<file path="src/rtl/zbt_arbiter.sv">
// zbt_arbiter: two-port arbiter for a single ZBT SRAM port.
// Port 0 has fixed priority; port 1 is forced a grant when starved.
module zbt_arbiter #(
  parameter int READ_LATENCY = 2,
  parameter int STARVE_LIMIT = 8
) (
  input  logic        clk,
  input  logic        reset,
  input  logic        req0,
  input  logic        we0,
  input  logic [18:0] addr0,
  input  logic [35:0] wdata0,
  output logic        gnt0,
  output logic        rvalid0,
  output logic [35:0] rdata0,
  input  logic        req1,
  input  logic        we1,
  input  logic [18:0] addr1,
  input  logic [35:0] wdata1,
  output logic        gnt1,
  output logic        rvalid1,
  output logic [35:0] rdata1,
  output logic [18:0] mem_addr,
  output logic        mem_we,
  output logic [35:0] mem_wdata,
  input  logic [35:0] mem_rdata
);

  localparam int CW = $clog2(STARVE_LIMIT + 1);
  localparam logic [CW-1:0] LIM = CW'(STARVE_LIMIT);
  localparam int TD = READ_LATENCY + 1;

  typedef enum logic {
    NORMAL,
    FORCE
  } state_t;

  typedef struct packed {
    logic valid;
    logic port;
  } tag_t;

  state_t        state;
  state_t        state_nxt;
  logic [CW-1:0] cnt;
  logic [CW-1:0] cnt_nxt;
  tag_t          tags [TD];
  logic [35:0]   rdata0_q;
  logic [35:0]   rdata1_q;

  // Grant decision, starve counting and FSM next state.
  always_comb begin
    gnt0      = 1'b0;
    gnt1      = 1'b0;
    state_nxt = NORMAL;
    cnt_nxt   = cnt;
    if (!reset) begin
      if (state == FORCE) begin
        if (req1)      gnt1 = 1'b1;
        else if (req0) gnt0 = 1'b1;
      end else begin
        if (req0)      gnt0 = 1'b1;
        else if (req1) gnt1 = 1'b1;
      end
    end
    if (req1 && !gnt1)
      cnt_nxt = (cnt == LIM) ? cnt : cnt + 1'b1;
    else
      cnt_nxt = '0;
    if (state == NORMAL && cnt_nxt == LIM) begin
      state_nxt = FORCE;
      cnt_nxt   = '0;
    end
  end

  // FSM state and starve counter registers.
  always_ff @(posedge clk or posedge reset) begin
    if (reset) begin
      state <= NORMAL;
      cnt   <= '0;
    end else begin
      state <= state_nxt;
      cnt   <= cnt_nxt;
    end
  end

  // Launch the winning access onto the SRAM port.
  always_ff @(posedge clk or posedge reset) begin
    if (reset) begin
      mem_addr  <= '0;
      mem_we    <= 1'b0;
      mem_wdata <= '0;
    end else begin
      unique case (1'b1)
        gnt0: begin
          mem_addr  <= addr0;
          mem_we    <= we0;
          mem_wdata <= wdata0;
        end
        gnt1: begin
          mem_addr  <= addr1;
          mem_we    <= we1;
          mem_wdata <= wdata1;
        end
        default: mem_we <= 1'b0;
      endcase
    end
  end

  // Read tag pipeline; its tail lines up with mem_rdata.
  always_ff @(posedge clk or posedge reset) begin
    if (reset) begin
      for (int i = 0; i < TD; i++) tags[i] <= '0;
    end else begin
      tags[0].valid <= (gnt0 & ~we0) | (gnt1 & ~we1);
      tags[0].port  <= gnt1;
      for (int i = 1; i < TD; i++) tags[i] <= tags[i-1];
    end
  end

  assign rvalid0 = tags[TD-1].valid & ~tags[TD-1].port;
  assign rvalid1 = tags[TD-1].valid & tags[TD-1].port;
  assign rdata0  = rvalid0 ? mem_rdata : rdata0_q;
  assign rdata1  = rvalid1 ? mem_rdata : rdata1_q;

  // Hold the last returned word per port between strobes.
  always_ff @(posedge clk or posedge reset) begin
    if (reset) begin
      rdata0_q <= '0;
      rdata1_q <= '0;
    end else begin
      if (rvalid0) rdata0_q <= mem_rdata;
      if (rvalid1) rdata1_q <= mem_rdata;
    end
  end

endmodule

</file>
<file path="config.mk">
export PLATFORM = sky130hd
export DESIGN_NAME = zbt_arbiter
export DESIGN_NICKNAME = d
export VERILOG_FILES = /design/src/rtl/zbt_arbiter.sv
export SDC_FILE = /design/constraint.sdc
export NUM_CORES = 1
export LEC_CHECK = 0
export ABC_AREA = 1
export CORE_MARGIN = 1
export CORE_UTILIZATION = 37
export DETAILED_ROUTE_END_ITERATION = 16
export PLACE_DENSITY_LB_ADDON = 0.08
export SYNTH_ARGS = -nofsm -noshare
export SYNTH_HDL_FRONTEND = slang
export SYNTH_SLANG_ARGS = --single-unit
</file>
<file path="constraint.sdc">
create_clock -name clk -period 4.6 [get_ports clk]
set_input_delay 0.92 -clock clk [delete_from_list [all_inputs] [get_ports clk]]
set_output_delay 0.92 -clock clk [all_outputs]
set_load 0.01 [all_outputs]
</file>
Yosys cells after proc, flatten, opt, wreduce, memory -nomap -nowiden
Cells that the tools add are included.
- register bits: 139
- input port bits: 152
- word-level logic and storage cells: 46
- output and inout bits: 132
- bitwise logic cells: 9
- reduce and logical (&&, ||, !) cells: 4
- $add $sub $neg: 1
- mux-type cells: 17
- equal/unequal tests: 2
- operators by type and width (operator ; number):
    2-to-1 mux 36 bit ; 2
    case mux 36 bit (2 select lines) ; 1
    case mux 19 bit (2 select lines) ; 1
    2-to-1 mux 4 bit ; 3
    2-to-1 mux 1 bit ; 9
    == test 4 bit (second input constant) ; 2
    adder 4 x 1 -> 4 bit (second input constant) ; 1
    bitwise AND 1 bit ; 4
    NOT 1 bit ; 4
    logical AND 1 bit ; 2
    case mux 1 bit (2 select lines) ; 1
    nonzero test 2 bit ; 1
    logical NOT 1 bit ; 1
    OR 1 bit ; 1

Logic depth before layout (Yosys ltp)
Gate-level depths: netlist (run 1).
- depth after elaboration: 10
- depth in mapped cells: 10

Worst setup path after synthesis (run 1)
OpenSTA, ideal clock, no wires.
- kind: input port to flip-flop
- start point: input port reset
- end point: register cnt[3]
- stages on the path: 6
- setup time: 0.120 ns
- arrival: 4.614 ns
- slack: -0.135 ns
- buffers on the path: 0
- path through: inv_1 a21oi_1 nand2_1 nand2_1 nor2_1 nor2_1
- cells in the longest elaborated chain, start to end: 7
- ends and longest elaborated chain (what ; RTL line ; source):
    start: declaration ; 8 ; input logic reset,
    2-to-1 mux 1 bit (*) ; 57 ; if (!reset) begin
    logical NOT 1 bit (*) ; 66 ; if (req1 && !gnt1)
    logical AND 1 bit (*) ; 66 ;
    2-to-1 mux 4 bit (*) ; 66 ;
    == test 4 bit ; 70 ; if (state == NORMAL && cnt_nxt == LIM) begin
    logical AND 1 bit ; 70 ;
    2-to-1 mux 4 bit (*) ; 70 ;
    net cnt_nxt[3] ; 46 ; logic [CW-1:0] cnt_nxt;
    end signal: assignment ; 83 ; cnt <= cnt_nxt;
    end: declaration ; 45 ; logic [CW-1:0] cnt;
The timed path passes the listed nets; every way through them passes the cells marked *.
A chain may end at the register's enable or synchronous reset.

Final worst setup path (run 1)
- start point: register tags[0] (netlist name)
- end point: output port rdata1[15]
- cells in the longest elaborated chain, start to end: 2
- ends and longest elaborated chain (what ; RTL line ; source):
    start: declaration ; 47 ; tag_t tags [TD];
    bitwise AND 1 bit ; 122 ; assign rvalid1 = tags[TD-1].valid & tags[TD-1].port;
    2-to-1 mux 36 bit ; n/a ;
    end: declaration ; 22 ; output logic [35:0] rdata1,
No other way between the ends.

==> results of run 1 <==
-- critical path, delay by kind of cell (launching register included) --
kind	cells	cell delay (ns)
AND/OR/NAND/NOR	1	0.64
flip-flops	1	0.36
buffers and inverters	1	0.62
AO/OA/AOI/OAI	1	0.57
-- power by group --
group / leakage [nW] / internal, W / switching, W / total (W)
logic: 2.73 / 0.000608 / 0.000502 / 0.00111
registers: 1.71 / 0.00145 / 0.0000797 / 0.00153
clock network: 0.279 / 0.000880 / 0.000501 / 0.00138
total: 4.72 / 0.00294 / 0.00108 / 0.00402
-- path summary, 6_finish.rpt --
path	cells after the start	slack (ns)	from	to
setup / recovery	3	1.07	tags[0]$_DFF_PP0_	rdata1[15]
hold / removal	0	0.34	tags[4]$_DFF_PP0_	tags[2]$_DFF_PP0_
setup reg to reg	7	2.45	state$_DFF_PP0_	state$_DFF_PP0_
hold reg to reg	0	0.34	tags[4]$_DFF_PP0_	tags[2]$_DFF_PP0_
max in group asynchronous	3	2.85	reset	rdata0_q[32]$_DFF_PP0_
min in group asynchronous	3	1.17	reset	mem_we$_DFF_PP0_
-- sequential cells by signal, summed over array words and instances (netlist names) --
name / count
mem_wdata: 36
mem_addr: 19
tags: 6
state: 1
rdata1_q: 36
mem_we: 1
rdata0_q: 36
cnt: 4
-- Yosys cell counts, types with 2 or more instances --
master and number:
o21ai_1 5, buf_6 3, buf_2 18, inv_2 4, dfrtp_1 139, o21ai_0 68, clkbuf_1 16, nand3_1 61
inv_1 47, nand2_1 354, buf_4 6, ha_1 2, nor2_1 5, nand2_2 2
-- routing by layer --
metal / vias to the layer above / routed length, um / global-route usage (%)
met2: 203 / 7870 / 32.7
met5: - / 0 / 0
li1: 2830 / - / -
met3: 20 / 1570 / 8.05
met4: 0 / 312 / 8.62
met1: 2486 / 7210 / 25.3
-- cell type report --
| cell class | count | area (um2) |
|---|---|---|
| clock buffer | 22 | 464 |
| clock inverter | 10 | 141 |
| tap | 216 | 270 |
| multi-input combinational | 507 | 2140 |
| timing repair buffer | 288 | 2880 |
| sequential | 139 | 3480 |
| inverter | 51 | 195 |
| fill | 1475 | 6310 |
-- stage by stage --
step,hold WS [ns],power (W),cell area (um2),util (%)
final,0.344,0.00402,9570,60.2
after global placement,0.333,0.00266,8960,56.4
after CTS,0.345,0.00408,9570,60.2
after global routing,0.347,0.00425,9570,60.2
after floorplan,0.331,0.00198,6030,-
after detailed placement,0.336,0.00267,8960,56.4
-- logic make-up (layout without fill, tap and decap cells) --
group | after synthesis | count (layout)
simple gates | 427 | 427
flops | 139 | 139
buf+inv | 94 | 371
compound gates | 77 | 77
fa+ha+maj | 2 | 2
xor+xnor | 1 | 1
==> qor.txt, run 1 <==
Layout cells sized above 1: 4.42%
Fmax: 0.283 GHz
Clock-pin slew on the worst setup and hold paths: 0.06 ns
Initial antenna violation count: 0
Post_cts resized: 0
Global-route wire length before repair: 26400 um
Setup CP Type: flip-flop to output pin
Final cell count without fillers: 1233
RSZ-0062 raised after global routing: false
Area growth syn-to-layout: 58.9%
Clock Root Buffer: clkbuf_16
Core area: 15900 um2
Commonest non-fill, non-tap cells in the layout: nand2_1, clkdlybuf4s50_1, dfrtp_1
IO Count: 284
Vias in the first global route: 5161
Post-synth EDFFs: 0
CP arrival: 2.61 ns
Crit start category: flip-flop
Final setup TNS: 0 ns
Synth Register Bits: 139
Sink Count: 139
Clock latency on the worst-skew pair: 0.42 ns
DR WL/cell: 13.8 um
Commonest non-fill, non-tap cell in the layout: nand2_1
Post-Synthesis Net Count: 894
Largest area contributor in the synthesized netlist: dfrtp_1
DRC viols: 0
Die height: 130 um
Period utilisation layout: 76.8%
Final ANT Viol Nets: 0
Max-slew violation count: 0
Synthesized area: 6020 um2
DRT Wirelength: 17000 um
GP Congestion: 0.791
Hold Buf Count CTS: 0
DP Wirelength: 11500 um
Critical path's slowest cell: nand2_2
Critical Path RT: 3.68 ns
H-Tree Depth: 4
Die area: 16800 um2
Placed Instances: 1201
Total global routing overflow: 0
Pre-CTS setup slack: 1.33 ns
Longest Clk Path Bufs: 2
Register area share after synthesis: 57.8%
Maxcap violations: 0
Number of diodes: 0
Main flop type after synthesis: dfrtp_1
Worst Hold Class: flip-flop to flip-flop
Port bufs: 283
Die width: 130 um
Crit. End Element: output pin
CTS tree: built
Synth Area in Compound Gates: 6.54%
Status: finished, final reports clean
Avg Inst Size Synth: 8.14 um2
YS warnings: 0
Final Critical Period: 3.53 ns
CTS Buf Count: 17
Synth top area share: 57.8%
Tightest Pin Transition: 1.15 ns
Final worst slack: 1.07 ns
Gr usage total: 20.7%
Synth Area in Simple Gates: 28.2%
CP max stage delay: 0.64 ns
Setup bufs post-CTS: 0
Synth Area in XOR/XNOR: 0.145%
Largest net degree at the start of global routing: 140
Max FO, Critical Path: 73
Main combinational cell family by area after synthesis: simple AND/OR/NAND/NOR gates
Fin. Hold Viols: 0
Mux cell area share after synthesis: 0%
Number of DRC markers in iteration 0: 262
Final setup fails: 0
Post-synth cell types: 24
DRT Pass-1 Iters: 4
Nets: 1158
Post-Synth Adder-Cell Area: 0.416%
Vias post-DR: 5539
Clk_skew: 0.00657 ns
Peak VDD IR: 257 uV
Max transition margin: 23.3%
Synth async-reset ratio: 100%
# rows: 46
Worst path cell trace: nand2_2 -> o21ai_0 -> clkdlybuf4s50_1
Mapped Cells: 740
Initial Util: 37.9%
Pwr dens: 420 nW/um2
Via/cell ratio: 4.49
Ranking of synthesized cells by area: dfrtp_1, nand2_1, o21ai_0
Pleak: 4.72 nW
(Power assumes the default switching activity.)
==> run 2: changes to the inputs <==
- CORE_UTILIZATION: 37 -> 41
- clock period: 4.6 -> 3.3 ns (I/O delays scaled with it)
==> run 2 against run 1 <==
- wire length decreased by 0.32%
- power increased by 40%
- register-to-register slack got worse by 1.0 ns
- via count increased by 0.13%
- sequential share of layout area decreased by 0.085 points
- die area decreased by 9.6%
- critical path type unchanged
- largest cell class unchanged
==> qor.txt, run 2 (same netlist as run 1, synthesis figures left out) <==
Status: finished, final reports clean
Final ANT Viol Nets: 0 (unchanged)
Switching Fraction: 26.7% (-0.22 points)
Fin. Hold Viols: 0 (unchanged)
Worst path cell trace: nand2_2 -> buf_12 -> nand2_1 -> o21ai_0 -> clkdlybuf4s50_1
Worst path depth: 5 (+2)
Final setup TNS: 0 ns (unchanged)
Clock latency on the worst-skew pair: 0.41 ns (about the same)
# rows: 43 (-6.5%)
P_int: 0.00414 W (+41%)
Maxcap violations: 0 (unchanged)
Logic gate share of total power: 27.5% (about the same)
Reg power frac: 37.8% (-0.3 points)
Peak VDD IR: 386 uV (+50%)
FF-to-FF End: mem_wdata[33]$_DFFE_PP0P_
Clock-pin slew on the worst setup and hold paths: 0.06 ns (about the same)
Hold Path Depth: 0 (unchanged)
Reg2reg path depth: 8 (+1)
CP arrival: 2.24 ns (-0.37 ns)
Fmax: 0.344 GHz
Crit start category: flip-flop
Top Registers: mem_wdata x36, rdata0_q x36, rdata1_q x36
Cell area after layout: 9590 um2 (+0.24%)
Commonest non-fill, non-tap cells in the layout: nand2_1, clkdlybuf4s50_1, dfrtp_1
Crit. End Element: output pin
CP Buf/Inv Count: 2 (+1)
Port bufs: 283 (unchanged)
Area growth syn-to-layout: 59.3%
Vias in the first global route: 5211 (+0.97%)
Final setup fails: 0 (unchanged)
Max-slew violation count: 0 (unchanged)
Number of diodes: 0 (unchanged)
DRC viols: 0 (unchanged)
Fill cells: 1186 (-20%)
Layout cells sized above 1: 4.91% (+0.48 points)
Via/cell ratio: 4.63 (+3.0%)
Die height: 123 um (-4.9%)
CTS tree: built
Tightest Pin Transition: 0.748 ns (-0.399 ns)
Max transition margin: 50.1% (+27 points)
FF-to-FF Start: state$_DFF_PP0_
Critical Path RT: 2.64 ns (-1.04 ns)
IO Count: 284 (unchanged)
Nets: 1160 (+0.17%)
DP Wirelength: 11600 um (+1.5%)
DR WL/cell: 14.1 um (+2.5%)
Hold_ws: 0.345 ns (+0.00139 ns)
Final Critical Period: 2.90 ns
Setup bufs post-CTS: 0 (unchanged)
Delay-heaviest family, CP: buffers and inverters
Period utilisation layout: 88.0%
DRT Pass-1 Iters: 4 (unchanged)
GP Congestion: 0.793 (+0.21%)
Pleak: 4.78 nW (+1.2%)
Worst Hold Class: flip-flop to flip-flop
Setup CP Type: flip-flop to output pin
Critical path's slowest cell: clkdlybuf4s50_1
DRT Wirelength: 16900 um (-0.32%)
CTS Buf Count: 17 (unchanged)
Initial Util: 42.7% (+4.8 points)
P_sw: 0.00151 W (+39%)
Clk_skew: 0.00591 ns (-0.000659 ns)
Max FO, Critical Path: 49 (-33%)
Global-route wire length before repair: 26300 um (-0.52%)
Clock share of power: 34.7% (+0.4 points)
Area after DPL: 8970 um2 (about the same)
Die area: 15200 um2 (-9.6%)
Vias post-DR: 5546 (+0.13%)
Commonest non-fill, non-tap cell in the layout: nand2_1
Total global routing overflow: 0 (unchanged)
Gr usage total: 22.8% (+2.1 points)
Util after Layout: 68.1% (+7.8 points)
Hold_sp: tags[4]$_DFF_PP0_
Largest net degree at the start of global routing: 140 (unchanged)
Setup crit end: rdata1[32]
H-Tree Depth: 4 (unchanged)
CP max stage delay: 0.62 ns (-0.02 ns)
Initial antenna violation count: 0 (unchanged)
Pwr dens: 589 nW/um2 (+40%)
Reg-to-reg setup timing slack: 1.43 ns (-1.02 ns)
Die width: 123 um (-4.9%)
Hold Buf Count CTS: 0 (unchanged)
Post_cts resized: 0 (unchanged)
Beginning of the critical path: tags[1]$_DFF_PP0_
Clock Root Buffer: clkbuf_16
Longest Clk Path Bufs: 2 (unchanged)
Number of DRC markers in iteration 0: 320 (+22%)
Sink Count: 139 (unchanged)
RSZ-0062 raised after global routing: false
Core area: 14100 um2 (-11%)
==> run 2: cell types whose count changed in the layout (fill, tap and decap cells not counted), sizes merged <==
| cell | previous run | this run |
|---|---|---|
| buf | 5 | 7 |
| clkbuf | 22 | 21 |
| clkinv | 2 | 6 |
| clkinvlp | 6 | 2 |
| inv | 50 | 51 |
==> run 2: layout make-up <==
type	instances	area [um2]	share of cell area [%]
Clock inverter	11	140	1.46
Multi-Input combinational cell	507	2140	22.3
Inverter	51	195	2.03
Clock buffer	21	480	5.01
Tap cell	180	225	2.35
Timing Repair Buffer	290	2940	30.6
Sequential cell	139	3480	36.3
==> run 2: worst min path at each step <==
stage / to / slack (ns)
final: tags[2]$_DFF_PP0_ / 0.35
after global routing: tags[2]$_DFF_PP0_ / 0.35
after CTS: tags[2]$_DFF_PP0_ / 0.34
after detailed placement: tags[2]$_DFF_PP0_ / 0.33
after global placement: tags[0]$_DFF_PP0_ / 0.33
after floorplan: tags[0]$_DFF_PP0_ / 0.33
==> run 2: through the flow <==
stage / total power, W / instances / worst slack (ns)
2_1_floorplan: 0.00277 / 740 / -0.236
3_3_place_gp: 0.00371 / 1167 / 0.583
3_5_place_dp: 0.00373 / 1167 / 0.544
4_1_cts: 0.00572 / 1199 / 0.330
5_1_grt: 0.00595 / 1199 / 0.209
6_report: 0.00565 / 1199 / 0.397
==> run 2: power by group through the flow <==
stage,clock (W),combinational [W],sequential [W]
2_1_floorplan,0,0.000567,0.00220
3_3_place_gp,0,0.00156,0.00215
3_5_place_dp,0,0.00157,0.00216
4_1_cts,0.00200,0.00158,0.00214
5_1_grt,0.00208,0.00170,0.00217
6_report,0.00196,0.00155,0.00214
==> run 2: per-layer routing <==
layer,vias to the layer above,global-route usage (%),share of wire (%)
li1,2833,-,-
met1,2494,26.6,40
met2,199,37.6,48
met3,20,9.27,9.8
met4,0,8.58,1.8
met5,-,0,0
==> run 3: changes to the inputs <==
- CORE_MARGIN: 1 -> not set
==> results of run 3 <==
Final layout, timing and power as in run 2 (identical DEF).
